**src/rtl/wb_regfile_hilo.sv**
```systemverilog
// Writeback-side architectural state: 32-entry GPR file plus the HI/LO pair.
// Two combinational GPR read ports and HI/LO outputs, all with same-cycle WB bypass.
module wb_regfile_hilo #(
  parameter int unsigned DATA_W   = 32,
  parameter int unsigned ADDR_W   = 5,
  parameter int unsigned NUM_REGS = 32
) (
  input  logic              clk,
  input  logic              rst,
  input  logic              wb_wreg,
  input  logic [ADDR_W-1:0] wb_wd,
  input  logic [DATA_W-1:0] wb_wdata,
  input  logic              wb_whilo,
  input  logic [DATA_W-1:0] wb_hi,
  input  logic [DATA_W-1:0] wb_lo,
  input  logic              re1,
  input  logic [ADDR_W-1:0] raddr1,
  output logic [DATA_W-1:0] rdata1,
  input  logic              re2,
  input  logic [ADDR_W-1:0] raddr2,
  output logic [DATA_W-1:0] rdata2,
  output logic [DATA_W-1:0] hi_o,
  output logic [DATA_W-1:0] lo_o
);

  logic [DATA_W-1:0] gpr [NUM_REGS];
  logic [DATA_W-1:0] hi_q;
  logic [DATA_W-1:0] lo_q;

  // Commit: entry 0 is never written, so it stays at its reset value of zero.
  always_ff @(posedge clk or posedge rst) begin
    if (rst) begin
      for (int i = 0; i < int'(NUM_REGS); i++) gpr[i] <= '0;
      hi_q <= '0;
      lo_q <= '0;
    end else begin
      if (wb_wreg && (wb_wd != '0)) gpr[wb_wd] <= wb_wdata;
      if (wb_whilo) begin
        hi_q <= wb_hi;
        lo_q <= wb_lo;
      end
    end
  end

  // Read port 1: reset, r0 and disabled reads return zero; WB write bypasses storage.
  always_comb begin
    rdata1 = '0;
    if (!rst && (raddr1 != '0) && re1) begin
      if (wb_wreg && (wb_wd == raddr1)) rdata1 = wb_wdata;
      else                              rdata1 = gpr[raddr1];
    end
  end

  always_comb begin
    rdata2 = '0;
    if (!rst && (raddr2 != '0) && re2) begin
      if (wb_wreg && (wb_wd == raddr2)) rdata2 = wb_wdata;
      else                              rdata2 = gpr[raddr2];
    end
  end

  always_comb begin
    hi_o = '0;
    lo_o = '0;
    if (!rst) begin
      if (wb_whilo) begin
        hi_o = wb_hi;
        lo_o = wb_lo;
      end else begin
        hi_o = hi_q;
        lo_o = lo_q;
      end
    end
  end

endmodule
```
**config.mk**
```make
export PLATFORM = sky130hd
export DESIGN_NAME = wb_regfile_hilo
export DESIGN_NICKNAME = d
export VERILOG_FILES = /design/src/rtl/wb_regfile_hilo.sv
export SDC_FILE = /design/constraint.sdc
export NUM_CORES = 2
export LEC_CHECK = 0
export CAP_MARGIN = 5
export CORE_MARGIN = 1.5
export CORE_UTILIZATION = 25
export CTS_CLUSTER_DIAMETER = 120
export CTS_CLUSTER_SIZE = 30
export DETAILED_ROUTE_END_ITERATION = 10
export DONT_BUFFER_PORTS = 1
export HOLD_SLACK_MARGIN = 0.12
export PLACE_DENSITY = 0.38
export SETUP_SLACK_MARGIN = 0.15
export SYNTH_ARGS = -nofsm -noshare
export SYNTH_HDL_FRONTEND = slang
export SYNTH_SLANG_ARGS = --single-unit
```
**constraint.sdc**
```tcl
create_clock -name clk -period 72 [get_ports clk]
set_input_delay 18 -clock clk [delete_from_list [all_inputs] [get_ports clk]]
set_output_delay 18 -clock clk [all_outputs]
set_load 0.01 [all_outputs]
```
Word-level counts from Yosys, hierarchy flattened
Index checks and enable logic that the tools add are counted.
Word-level totals
  output and inout bits: 128
  word-level logic and storage cells: 72
  register bits after elaboration: 1088
  input bits: 117
Cells by class
  $lt $le $gt $ge: 4
  eq/ne operators: 2
  bitwise logic cells: 3
  muxes and demuxes: 17
  reductions and logical operators: 12
Operator list (count)
  bitwise mux 1024 bit: 1
  two-way mux 32 bit: 13
  binary-select mux 32 bit (select 5 bit): 2
  demux 32 bit (select 5 bit): 1
  >= comparator 6 bit, second input constant: 3
  NOT 5 -> 6 bit: 3
  nonzero test 5 bit: 3
  equality test 5 bit: 2
  logical AND 1 bit: 8
  less-than comparator 6 x 1 -> 1 bit, second input constant: 1
  zero test 1 bit: 1

Logic depth before layout (Yosys ltp)
  depth in word-level cells: 6
  mapped depth: 9
  gate-level depth less buffers: 5

Worst setup path before layout
OpenSTA, ideal clock, no wires.
  path kind: input to output
  start point: in rst
  end point: out hi_o[22]
  path buffers: 1
  arrival time: 52.100 ns
  stages on the path: 3
  data required time: 54.000 ns
  slack: 1.900 ns
  cell sequence: inv_1 -> clkbuf_1 -> and2_1
Between the ends
  cells in the longest elaborated chain, start to end: 1
RTL lines
  start, declared: RTL line 9  | input logic rst,
  two-way mux 32 bit: RTL line 65  | if (!rst) begin
  end, declared: RTL line 22  | output logic [DATA_W-1:0] hi_o,
Every way passes these cells.

Worst setup path after layout
  start point: in raddr1[0]
  end point: out rdata1[30]
Between the ends
  cells in the longest elaborated chain, start to end: 6
  elaborated cells on any way between the ends: 11
  those cells by class: eq/ne (1); mux (5); bitwise (1); reduce/logical (4)
RTL lines
  start, declared: RTL line 17  | input logic [ADDR_W-1:0] raddr1,
  NOT 5 -> 6 bit (implied by the code): RTL line 50  | else rdata1 = gpr[raddr1];
  binary-select mux 32 bit (select 5 bit): RTL line 50
  two-way mux 32 bit (implied by the code) (2 in series): RTL line 50
  two-way mux 32 bit: RTL line 49  | if (wb_wreg && (wb_wd == raddr1)) rdata1 = wb_wdata;
  two-way mux 32 bit (*): RTL line 48  | if (!rst && (raddr1 != '0) && re1) begin
  end, declared: RTL line 18  | output logic [DATA_W-1:0] rdata1,
Every way passes the cells marked *; elsewhere a longest branch is shown, timed or not. The select of a mux whose other input is x is not followed.

==> results.toml <==
[outcome]
status = "finished with violations"
violations = "slew limit"

[grt]
grt_max_degree = 322
grt_usage = 0.178
globalRouteOverflowTotal = 0
antenna_found_initial = 11
grt_pass1_vias = 37400
grt_pass1_wl_um = 304000

[finish]
fin_nets = 3863
drive_gt1_frac = 0.408
post-route-util = 0.269
area_growth_pct = 6.71
mostFrequentLayoutCell = "dfrtp_1"
final_cell_mix = "1088 x dfrtp_1, 968 x mux2_2, 386 x mux4_2, 254 x mux2i_1, 189 x nand2_1"

[critical_path]
regToRegEndpoint = "gpr[635]"
rr_worst_depth = 1
critPathMaxStageDelay_ps = 880
cp_data_required_time_ps = 54000
worstSetupStartpointType = "input pin"
cp_top_family = "compound AO/OA/AOI/OAI gates"
crit_chain = "or4_1 -> o211ai_2 -> a311o_2 -> buf_4 -> a311oi_1 -> a221o_1"
cp_data_arrival_time_ps = 21580
r2r_start = "gpr[635]"
worst-setup-path-type = "in2out"
cp_num_buf_inv = 1
timing.critical_path.fanout_max = 321
cp_slowest_cell = "or4_1"
r2r_slack_ps = 71180
worstSetupEndpointType = "output pin"

[clock_network]
htreeDepth = 2
cts_setup_buffers = 0
ctsRootBufferMaster = "clkbuf_16"
tritoncts = "built"
clkSlewWorstSetupHoldPaths_ps = 100
worstSkewPairLatency_ps = 710
clkSinkCount = 1088
cts_resized = 0
hold_buffers = 0
numCtsBuffers = 46
clk_path_buf_depth = 3

[synthesis]
synth_seq_cells = 1088
synth_top_area_share = 0.469
yosysTopAreaCell = "dfrtp_1"
yosysSeqAreaShare = 0.469
synth_ff_type = "dfrtp_1"
async_flop_share = 1.00
ys_top_cells_by_area = "dfrtp_1 47%, mux2_2 19%, mux4_2 15%, mux2i_1 4.4%, a221oi_1 1.9%"
synth.distinct_cells = 44
synth_nets = 4219
ys_warn_count = 0
synth_edf_count = 0
avgSynthCellArea_um2 = 14.2
synthCells = 4102
synth_area_um2 = 58100

[placed_design]
place_ws_ps = 33140
place_hpwl_um = 120000
gp_congestion = 0.732
portBuffers = 0

[sta]
hold_viol = 0
tns_ps = 0
fmax_mhz = 25.3
slew-limit-headroom = -0.123
rsz0062_at_grt = "false"
fin_ws_ps = 32420
slew_viol_final = 91
tightest_slew_ps = 1680
min_period_ps = 39580
fin_worst_skew_ps = 0
final-setup-viol-count = 0
min_period_over_period = 0.550

[min_path]
min_to = "gpr[1020]"
worstHoldPathCells = 0
hold_class = "reg2reg"
min_from = "gpr[1020]"

[floorplan]
dieArea_um2 = 235000
start_util = 0.252
die_w_um = 485
num_io_pins = 245
die_h_um = 485
std_cell_rows = 176
coreArea_um2 = 231000

[detailed_routing]
viasPerCell = 5.29
vias = 36000
antenna_left = 0
drc = 0
routedWlPerCell_um = 31.2
finalWirelength_um = 212000
firstDrtPassIters = 5
drt-initial-drc-count = 2434

[run]
cap_viol_max_count = 0

[power]
p_leak_nw = 25.7
total_power_mw = 1.47
ir_worst_vdd_mv = 0.0175
p_per_area_nw_per_um2 = 23.7
==> final cells by class <==
class                           instances  area (µm²)
Antenna cell                            3        7.51
Clock buffer                           48        1180
Clock inverter                         22         290
Fill cell                           23400      169000
Inverter                                5        31.3
Multi-Input combinational cell       2544       29000
Sequential cell                      1088       27200
Tap cell                             3026        3790
Timing Repair Buffer                   61         483
==> power by group <==
group          switching (mW)  internal (mW)  total [mW]  leakage [nW]
Clock                   0.228          0.135       0.363         0.718
Sequential             0.0763          0.723       0.799          13.9
Combinational           0.120          0.189       0.308          11.1
Total                   0.424           1.05        1.47          25.7
==> state kept, by name, summed over array words and instances (netlist names) <==
| name | cells |
|---|---|
| lo_q | 32 |
| hi_q | 32 |
| gpr | 1024 |
==> per-stage QoR <==
stage	cell area [µm²]	hold WS, ps	std cells
finish	62000	401	6797
global route	62000	422	6794
CTS	62000	408	6794
detailed placement	60500	383	6724
global placement	60500	377	6724
floorplan	58100	441	4102
==> layer usage <==
metal / up-vias / track usage / wire (µm)
met1: 20100 / 0.240 / 94900
li1: 15000 / - / -
met5: - / 0 / 0
met4: 0 / 0.0436 / 5120
met2: 761 / 0.301 / 103000
met3: 185 / 0.0230 / 8470
==> synthesized netlist by cell type (2+ instances only) <==
library cell and count:
a211oi_1 60, a21oi_1 2, a221o_1 62, a221oi_1 124, a22oi_1 66, a311o_2 2, a311oi_1 60, a31oi_1 2
and2_1 64, and4_4 2, buf_1 53, buf_2 130, buf_4 19, buf_6 19, clkbuf_1 244, clkinv_1 2
dfrtp_1 1088, inv_1 3, mux2_1 88, mux2_2 968, mux2i_1 254, mux4_2 386, nand2_1 204, nand3_1 9
nand3b_1 4, nor2_1 23, nor2_2 2, nor2b_1 66, nor3b_1 6, nor4_1 2, nor4_2 2, o2111a_1 2
o211ai_1 2, o211ai_2 2, o21ai_0 62, or4_1 2, xnor2_1 2, xor2_1 8
==> how the worst max path moves through the flow <==
stage | startpoint | end | cells after the start
floorplan | rst | hi_o[22] | 3
global placement | rst | rdata2[16] | 4
detailed placement | rst | rdata2[16] | 4
CTS | raddr1[0] | rdata1[30] | 6
global route | raddr1[0] | rdata1[30] | 6
finish | raddr1[0] | rdata1[30] | 6
==> cells by family (layout without fill, tap and decap cells) <==
logic type	count (synthesis)	count (layout)	share of synthesized area
buf+inv	470	136	0.0368
xor+xnor	10	10	0.00151
compound gates	446	446	0.0619
mux	1696	1696	0.398
simple gates	392	392	0.0330
flops	1088	1088	0.469
other cells	0	3	0
Note: power is estimated with default switching activity, not from simulation.
